--- src/rtl/pipeline_hazard_controller.sv ---
// Pipeline hazard controller: load-use bubble insertion, branch flush, memory-wait freeze
// with timeout error, and saturating stall statistics.
module pipeline_hazard_controller #(
  parameter int REG_W      = 5,
  parameter int WAIT_LIMIT = 16,
  parameter int CNT_W      = 16
) (
  input  logic             i_clk,
  input  logic             i_reset,
  input  logic [REG_W-1:0] i_ID_rs,
  input  logic [REG_W-1:0] i_ID_rt,
  input  logic             i_ID_UsesRt,
  input  logic             i_EX_MemRead,
  input  logic [REG_W-1:0] i_EX_WriteRegister,
  input  logic             i_EX_BranchTaken,
  input  logic             i_MEM_MemAccess,
  input  logic             i_MemReady,
  output logic             o_PC_Write,
  output logic             o_IFID_Write,
  output logic             o_IFID_Flush,
  output logic             o_IDEX_Bubble,
  output logic             o_Freeze,
  output logic             o_MemError,
  output logic [CNT_W-1:0] o_StallCount
);

  localparam int WCNT_W = $clog2(WAIT_LIMIT + 1);
  localparam logic [WCNT_W-1:0] LIMIT_VAL = WCNT_W'(WAIT_LIMIT);

  localparam logic [1:0] S_RUN     = 2'd0;
  localparam logic [1:0] S_MEMWAIT = 2'd1;
  localparam logic [1:0] S_ERROR   = 2'd2;

  logic [1:0]        r_state;
  logic [1:0]        w_nextState;
  logic [WCNT_W-1:0] r_waitCnt;
  logic [WCNT_W-1:0] w_nextWaitCnt;
  logic              r_memError;
  logic [CNT_W-1:0]  r_stallCount;

  logic w_memWait;
  logic w_loadUse;
  logic w_pcWrite;
  logic w_ifidWrite;
  logic w_ifidFlush;
  logic w_idexBubble;
  logic w_freeze;
  logic w_stallCycle;

  assign w_memWait = i_MEM_MemAccess & ~i_MemReady;
  // A write to register 0 never creates a real dependence.
  assign w_loadUse = i_EX_MemRead & (i_EX_WriteRegister != '0) &
                     ((i_EX_WriteRegister == i_ID_rs) |
                      (i_ID_UsesRt & (i_EX_WriteRegister == i_ID_rt)));

  always_comb begin
    w_pcWrite     = 1'b1;
    w_ifidWrite   = 1'b1;
    w_ifidFlush   = 1'b0;
    w_idexBubble  = 1'b0;
    w_freeze      = 1'b0;
    w_nextState   = r_state;
    w_nextWaitCnt = r_waitCnt;
    if (!i_reset) begin
      case (r_state)
        S_RUN: begin
          if (w_memWait) begin
            w_pcWrite     = 1'b0;
            w_ifidWrite   = 1'b0;
            w_freeze      = 1'b1;
            w_nextState   = S_MEMWAIT;
            w_nextWaitCnt = WCNT_W'(1);
          end else if (i_EX_BranchTaken) begin
            w_ifidFlush  = 1'b1;
            w_idexBubble = 1'b1;
          end else if (w_loadUse) begin
            w_pcWrite    = 1'b0;
            w_ifidWrite  = 1'b0;
            w_idexBubble = 1'b1;
          end
        end
        S_MEMWAIT: begin
          w_pcWrite   = 1'b0;
          w_ifidWrite = 1'b0;
          w_freeze    = 1'b1;
          if (i_MemReady) begin
            w_nextState   = S_RUN;
            w_nextWaitCnt = '0;
          end else if (r_waitCnt == LIMIT_VAL) begin
            w_nextState = S_ERROR;
          end else begin
            w_nextWaitCnt = r_waitCnt + 1'b1;
          end
        end
        default: begin
          w_pcWrite   = 1'b0;
          w_ifidWrite = 1'b0;
          w_freeze    = 1'b1;
          w_nextState = S_ERROR;
        end
      endcase
    end
  end

  // Branch flushes keep the PC moving, so they are not counted as stalls.
  assign w_stallCycle = ~w_pcWrite | w_freeze;

  always_ff @(posedge i_clk) begin
    if (i_reset) begin
      r_state      <= S_RUN;
      r_waitCnt    <= '0;
      r_memError   <= 1'b0;
      r_stallCount <= '0;
    end else begin
      r_state   <= w_nextState;
      r_waitCnt <= w_nextWaitCnt;
      if (w_nextState == S_ERROR) begin
        r_memError <= 1'b1;
      end
      if (w_stallCycle && (r_stallCount != '1)) begin
        r_stallCount <= r_stallCount + 1'b1;
      end
    end
  end

  assign o_PC_Write    = w_pcWrite;
  assign o_IFID_Write  = w_ifidWrite;
  assign o_IFID_Flush  = w_ifidFlush;
  assign o_IDEX_Bubble = w_idexBubble;
  assign o_Freeze      = w_freeze;
  assign o_MemError    = r_memError;
  assign o_StallCount  = r_stallCount;

endmodule
--- config.mk ---
export PLATFORM = sky130hd
export DESIGN_NAME = pipeline_hazard_controller
export DESIGN_NICKNAME = d
export VERILOG_FILES = /design/src/rtl/pipeline_hazard_controller.sv
export SDC_FILE = /design/constraint.sdc
export NUM_CORES = 1
export LEC_CHECK = 0
export ABC_AREA = 0
export CAP_MARGIN = 40
export CORE_MARGIN = 5
export CORE_UTILIZATION = 41
export CTS_CLUSTER_SIZE = 14
export DETAILED_ROUTE_END_ITERATION = 8
export HOLD_SLACK_MARGIN = 0.06
export PLACE_DENSITY = 0.72
export SLEW_MARGIN = 5
export SYNTH_ARGS = -nofsm -noshare
export SYNTH_HDL_FRONTEND = slang
export SYNTH_SLANG_ARGS = --single-unit
--- constraint.sdc ---
create_clock -name i_clk -period 2.37 [get_ports i_clk]
set_clock_uncertainty 0.15 [all_clocks]
set_input_delay 0.474 -clock i_clk [delete_from_list [all_inputs] [get_ports i_clk]]
set_output_delay 0.474 -clock i_clk [all_outputs]
set_load 0.02 [all_outputs]
* After elaboration in Yosys (flattened, before gate mapping)
Index checks and enable logic that the tools add are counted.
** Cells by class
- Equal/unequal tests :: 8
- $mul :: 0
- Shift-type cells :: 0
- Add/sub/neg operators :: 2
- Bitwise operators :: 8
- Div/mod/pow operators :: 0
- Muxes and demuxes :: 26
- Order comparisons :: 0
- Reductions and logical operators :: 5
** Operators with widths (count)
- $mux W1 :: 17
- $add A16 B1 Y16 const B :: 1
- $ne A16 B16 Y1 const B :: 1
- $mux W5 :: 3
- $eq A5 B5 Y1 :: 2
- $pmux W5 S2 :: 1
- $mux W2 :: 4
- $add A5 B1 Y5 const B :: 1
- $eq A5 B5 Y1 const B :: 1
- $reduce_bool A5 Y1 :: 1
- $and A1 B1 Y1 :: 4
- $pmux W2 S2 :: 1
- $ne A3 B3 Y1 const B :: 1
- $reduce_and A3 Y1 :: 1
- $eq A2 B1 Y1 const B :: 1
- $eq A2 B2 Y1 const B :: 1
- $logic_not A2 Y1 :: 1
- $ne A2 B2 Y1 const B :: 1
- $not A1 Y1 :: 2
- $or A1 B1 Y1 :: 2
- $reduce_bool A2 Y1 :: 1
- $logic_and A1 B1 Y1 :: 1
** Storage, ports and cells
- Word-level logic and storage cells :: 53
- Memory bits (writable) :: 0
- Bits of input ports :: 22
- Output and inout bits :: 22
- Bits in latches :: 0
- Flip-flop bits (word level) :: 24
- Memory bits (read-only) :: 0
- Memories :: 0

* Logic depth before layout (Yosys ltp)
Gate-level depths: netlist of run 1.
- Depth after elaboration :: 12
- Gate-level depth with buffers :: 9
- Mapped depth without buffers :: 8

* Worst setup path after synthesis of run 1
No wires, ideal clock.
- Path type :: input to register
- Start point :: input port i_EX_WriteRegister[3]
- End point :: register r_stallCount[12] (netlist: o_StallCount[12])
- Data required time :: 2.134 ns
- Cell stages on the path :: 6
- Path buffers :: 0
- Path slack :: 0.006 ns
- Arrival time :: 2.129 ns
- Setup time :: 0.086 ns
- Cell sequence :: xor2_1 > nor4_1 > a32oi_1 > o41a_1 > or3_1 > a211oi_1
** On the way
- Word-level cells in the longest chain between the ends :: 12
- Elaborated cells between the ends (all ways) :: 15
- Classes of those cells :: eq/ne: 2; mux: 5; bitwise: 6; reduce/logical: 2
** Ends and longest elaborated chain
- start, declared :: line 14 : input logic [REG_W-1:0] i_EX_WriteRegister,
- $eq A5 B5 Y1 :: line 54 : (i_ID_UsesRt & (i_EX_WriteRegister == i_ID_rt)));
- $and A1 B1 Y1 :: line 54
- $or A1 B1 Y1 :: line 53 : ((i_EX_WriteRegister == i_ID_rs) |
- $and A1 B1 Y1 * :: line 52 : assign w_loadUse = i_EX_MemRead & (i_EX_WriteRegister != '0) &
- $mux W1 * (5 in a row)
- named net o_IFID_Write :: line 19 : output logic o_IFID_Write,
- $not A1 Y1 * :: line 106 : assign w_stallCycle = ~w_pcWrite | w_freeze;
- $or A1 B1 Y1 * :: line 106
- $logic_and A1 B1 Y1 * :: line 120 : if (w_stallCycle && (r_stallCount != '1)) begin
- end signal, assigned :: line 121 : r_stallCount <= r_stallCount + 1'b1;
- end, declared :: line 39 : logic [CNT_W-1:0] r_stallCount;
Mark *: on every way through the listed nets, which the timed path passes. The rest lies on a longest branch.
A chain may end at the register's enable or synchronous reset.

* Final worst setup path of run 1
- Start point :: input port i_ID_rt[1]
- End point :: output port o_IFID_Write
** On the way
- Word-level cells in the longest chain between the ends :: 9
** Ends and longest elaborated chain
- start, declared :: line 11 : input logic [REG_W-1:0] i_ID_rt,
- $eq A5 B5 Y1 :: line 54
- $and A1 B1 Y1 :: line 54
- $or A1 B1 Y1 :: line 53
- $and A1 B1 Y1 :: line 52
- $mux W1 :: line 76 : end else if (w_loadUse) begin
- $mux W1 :: line 73 : end else if (i_EX_BranchTaken) begin
- $mux W1 :: line 67 : if (w_memWait) begin
- $mux W1 :: line 65 : case (r_state)
- $mux W1 :: line 64 : if (!i_reset) begin
- end, declared :: line 19
Every way passes these cells.

==> results.toml, run 1 <==
[synthesis]
synth.yosys.warnings = 0
synth_seq_cells = 24
ys_seq_area_frac = 0.356
synth_edf_count = 0
async_reset_ff_frac = 0
syn_nets = 187
syn_area_sq_mm = 0.00135
synth.avg_cell_area_sq_um = 8.33
synth_cell_types = 42
synth_ff_type = "dfxtp_1"
syn_inst = 162

[setup_path]
slowest_delay_ns = 0.40
path_common_cell = "buf_6"
start_kind = "input port"
crit_path_end_kind = "output port"
crit_fanout = 3
crit_buf_inv = 2
crit_path_top_delay_cell = "o41a_1"
crit_family = "compound AO/OA/AOI/OAI gates"
cp_data_arrival_time_ns = 1.71
crit_required_ns = 1.75
crit_path_cell_trace = "buf_6, xor2_1, nor4_2, a32oi_1, o41a_1, buf_6"
criticalPathCategory = "in2out"

[timing]
rsz0062_at_grt = "true"
setup_tns_ns = 0
hold_viol = 0
holdWs_ns = 0.309
setup_viol = 0
tightest_slew_ns = 0.497
period_minus_slack_ns = 2.34
finalCritPeriodShare = 0.986
setup_slack_ns = 0.0339
relSlewSlack = 0.665
fmax_mhz = 428
final-max-slew-violation-count = 0

[clock_tree]
root_buffer = "clkbuf_4"
cts_buffers = 3
cts_tree = "built"
htreeDepth = 1
clk_pin_slew_ns = 0.12
postCtsHoldBufs = 0
cts_buffer_depth = 2
cts_sinks = 24
clkLatencyLatePin_ns = 0.31

[grt]
grt_pass1_wl_um = 6170
grt_max_degree = 17
globalRouteTotalUtil = 0.177
grt_pass1_vias = 1410
antenna_found_initial = 0
grt-ovfl-total = 0

[floorplanning]
die_x_um = 67.4
core_region_area_sq_mm = 0.00310
placementRows = 20
num_io_pins = 44
dieArea_sq_mm = 0.00454
die_h_um = 67.4
start_util = 0.435

[pwr]
power_density_mw_per_mm2 = 376
power_leakage_nw = 0.760
ir_drop_uv = 281

[cells_and_area]
utilization = 0.643
final_net_count = 247
num_antenna_cells = 0
ff_latch_area_sq_um = 480
multi_input_area_sq_um = 848
area_growth_pct = 47.8
layout-drive-gt1-share = 0.205
layoutNonFillerInstCount = 264
nFillCells = 297

[job]
cap_violations = 0

[place]
place_hpwl_um = 2910
dp_cells = 260
dp_slack_ns = -0.868
portBuffers = 43
place_congestion = 0.837

[detailed_routing]
ant_nets = 0
wl_um = 3750
routedWlPerCell_um = 14.2
vias_per_cell = 5.41
drtPass1Iterations = 4
drtIter0Drc = 64
num_vias = 1429
drc = 0

[hold_path]
worstHoldPathType = "reg2reg"

[run_status]
status = "completed"
==> final timing paths <==
kind | to | cells past startpoint | start | slack (ns)
worst max-delay path | o_IFID_Write | 6 | i_ID_rt[1] | 0.03
worst min-delay path | o_MemError$_SDFFE_PP0N_ | 2 | o_MemError$_SDFFE_PP0N_ | 0.31
worst max register to register | o_StallCount[13]$_SDFFE_PP0P_ | 7 | o_StallCount[0]$_SDFFE_PP0P_ | 0.07
worst min register to register | o_MemError$_SDFFE_PP0N_ | 2 | o_MemError$_SDFFE_PP0N_ | 0.31
==> registers in the layout, indices dropped and copies added (netlist names) <==
register      count
o_StallCount     16
r_waitCnt         5
r_state           2
o_MemError        1
==> through the flow <==
| stage | power (mW) | cell area (sq um) |
|---|---|---|
| after detailed placement | 0.579 | 1940 |
| after CTS | 0.753 | 1970 |
| final | 0.751 | 2000 |
| after floorplan | 0.490 | 1350 |
| after global placement | 0.574 | 1940 |
| after global routing | 0.798 | 2000 |
==> Yosys cell counts (4+ instances only) <==
cell | n | share of area
dfxtp_1 | 24 | 0.36
nor2_1 | 17 | 0.047
xor2_1 | 13 | 0.084
a21oi_1 | 11 | 0.041
inv_1 | 10 | 0.028
o21ai_0 | 8 | 0.030
or3_1 | 7 | 0.032
nand2_1 | 6 | 0.017
nand3_1 | 6 | 0.022
nand4_1 | 6 | 0.028
clkbuf_1 | 5 | 0.014
o41ai_1 | 5 | 0.032
nor4_1 | 4 | 0.019
==> metal layers <==
layer,share of wire,global-route usage,vias up,routed length [um]
met5,0,0,-,0
met2,0.46,0.318,41,1730
met4,0.0093,0.0582,0,35
li1,-,-,710,-
met1,0.46,0.204,674,1710
met3,0.073,0.0449,4,275
==> report_power, final <==
group / switching, mW / total (mW) / internal, mW
Sequential: 0.00489 / 0.414 / 0.409
Clock: 0.119 / 0.178 / 0.0595
Combinational: 0.0767 / 0.159 / 0.0828
==> cell type report <==
class                      count  area share
sequential                    24       0.241
inverter                      10      0.0188
timing repair buffer          63       0.276
multi-input combinational    120       0.425
tap                           44      0.0276
clock buffer                   3      0.0113
==> cells by family (layout without fill, tap and decap cells) <==
| kind of cell | Yosys count | in the layout | synth area share |
|---|---|---|---|
| buffers and inverters | 18 | 76 | 0.0593 |
| AND/OR/NAND/NOR | 62 | 62 | 0.251 |
| AO/OA/AOI/OAI | 38 | 38 | 0.192 |
| XOR/XNOR | 14 | 14 | 0.0908 |
| adder cells (fa/ha/maj) | 3 | 3 | 0.0278 |
| multiplexers | 3 | 3 | 0.0232 |
| flip-flops | 24 | 24 | 0.356 |
==> what timing repair did <==
item | in CTS | in global routing
resized for setup | 73 | 9
endpoints found under the setup margin | 21 | 10
cloned | 0 | 0
setup buffers | 1 | 0
pin swaps | 15 | 5
==> cell usage in the layout, fill, tap and decap left out, drive strengths merged, types with 3 or more instances in the layout <==
cell | synthesis | layout
and3 | 3 | 3
inv | 10 | 10
clkbuf | 5 | 5
nand4 | 6 | 6
o311ai | 3 | 3
ha | 3 | 3
clkdlybuf4s50 | 0 | 20
xor2 | 13 | 13
nor2 | 17 | 17
dfxtp | 24 | 24
dlygate4sd2 | 0 | 8
nand3 | 6 | 6
a21oi | 11 | 11
or3 | 7 | 7
o41ai | 5 | 5
o21ai | 9 | 9
nand2 | 6 | 6
nor4 | 4 | 4
buf | 3 | 30
nor2b | 3 | 3
==> worst reg2reg max path: stages, from the launching register on <==
cell	delay, ns
dfxtp_1	0.34
ha_1	0.21
nand3_1	0.12
nor4_1	0.08
or4_1	0.42
o21ba_4	0.24
nor4_1	0.31
mux2_1	0.35
No activity file was read; power rests on OpenSTA's default activity.
==> run 2: changes to the inputs <==
Settings changed: GPL_ROUTABILITY_DRIVEN set to 1.
==> results of run 2 <==
The final DEF is identical to that of run 1; final timing and power are the same.
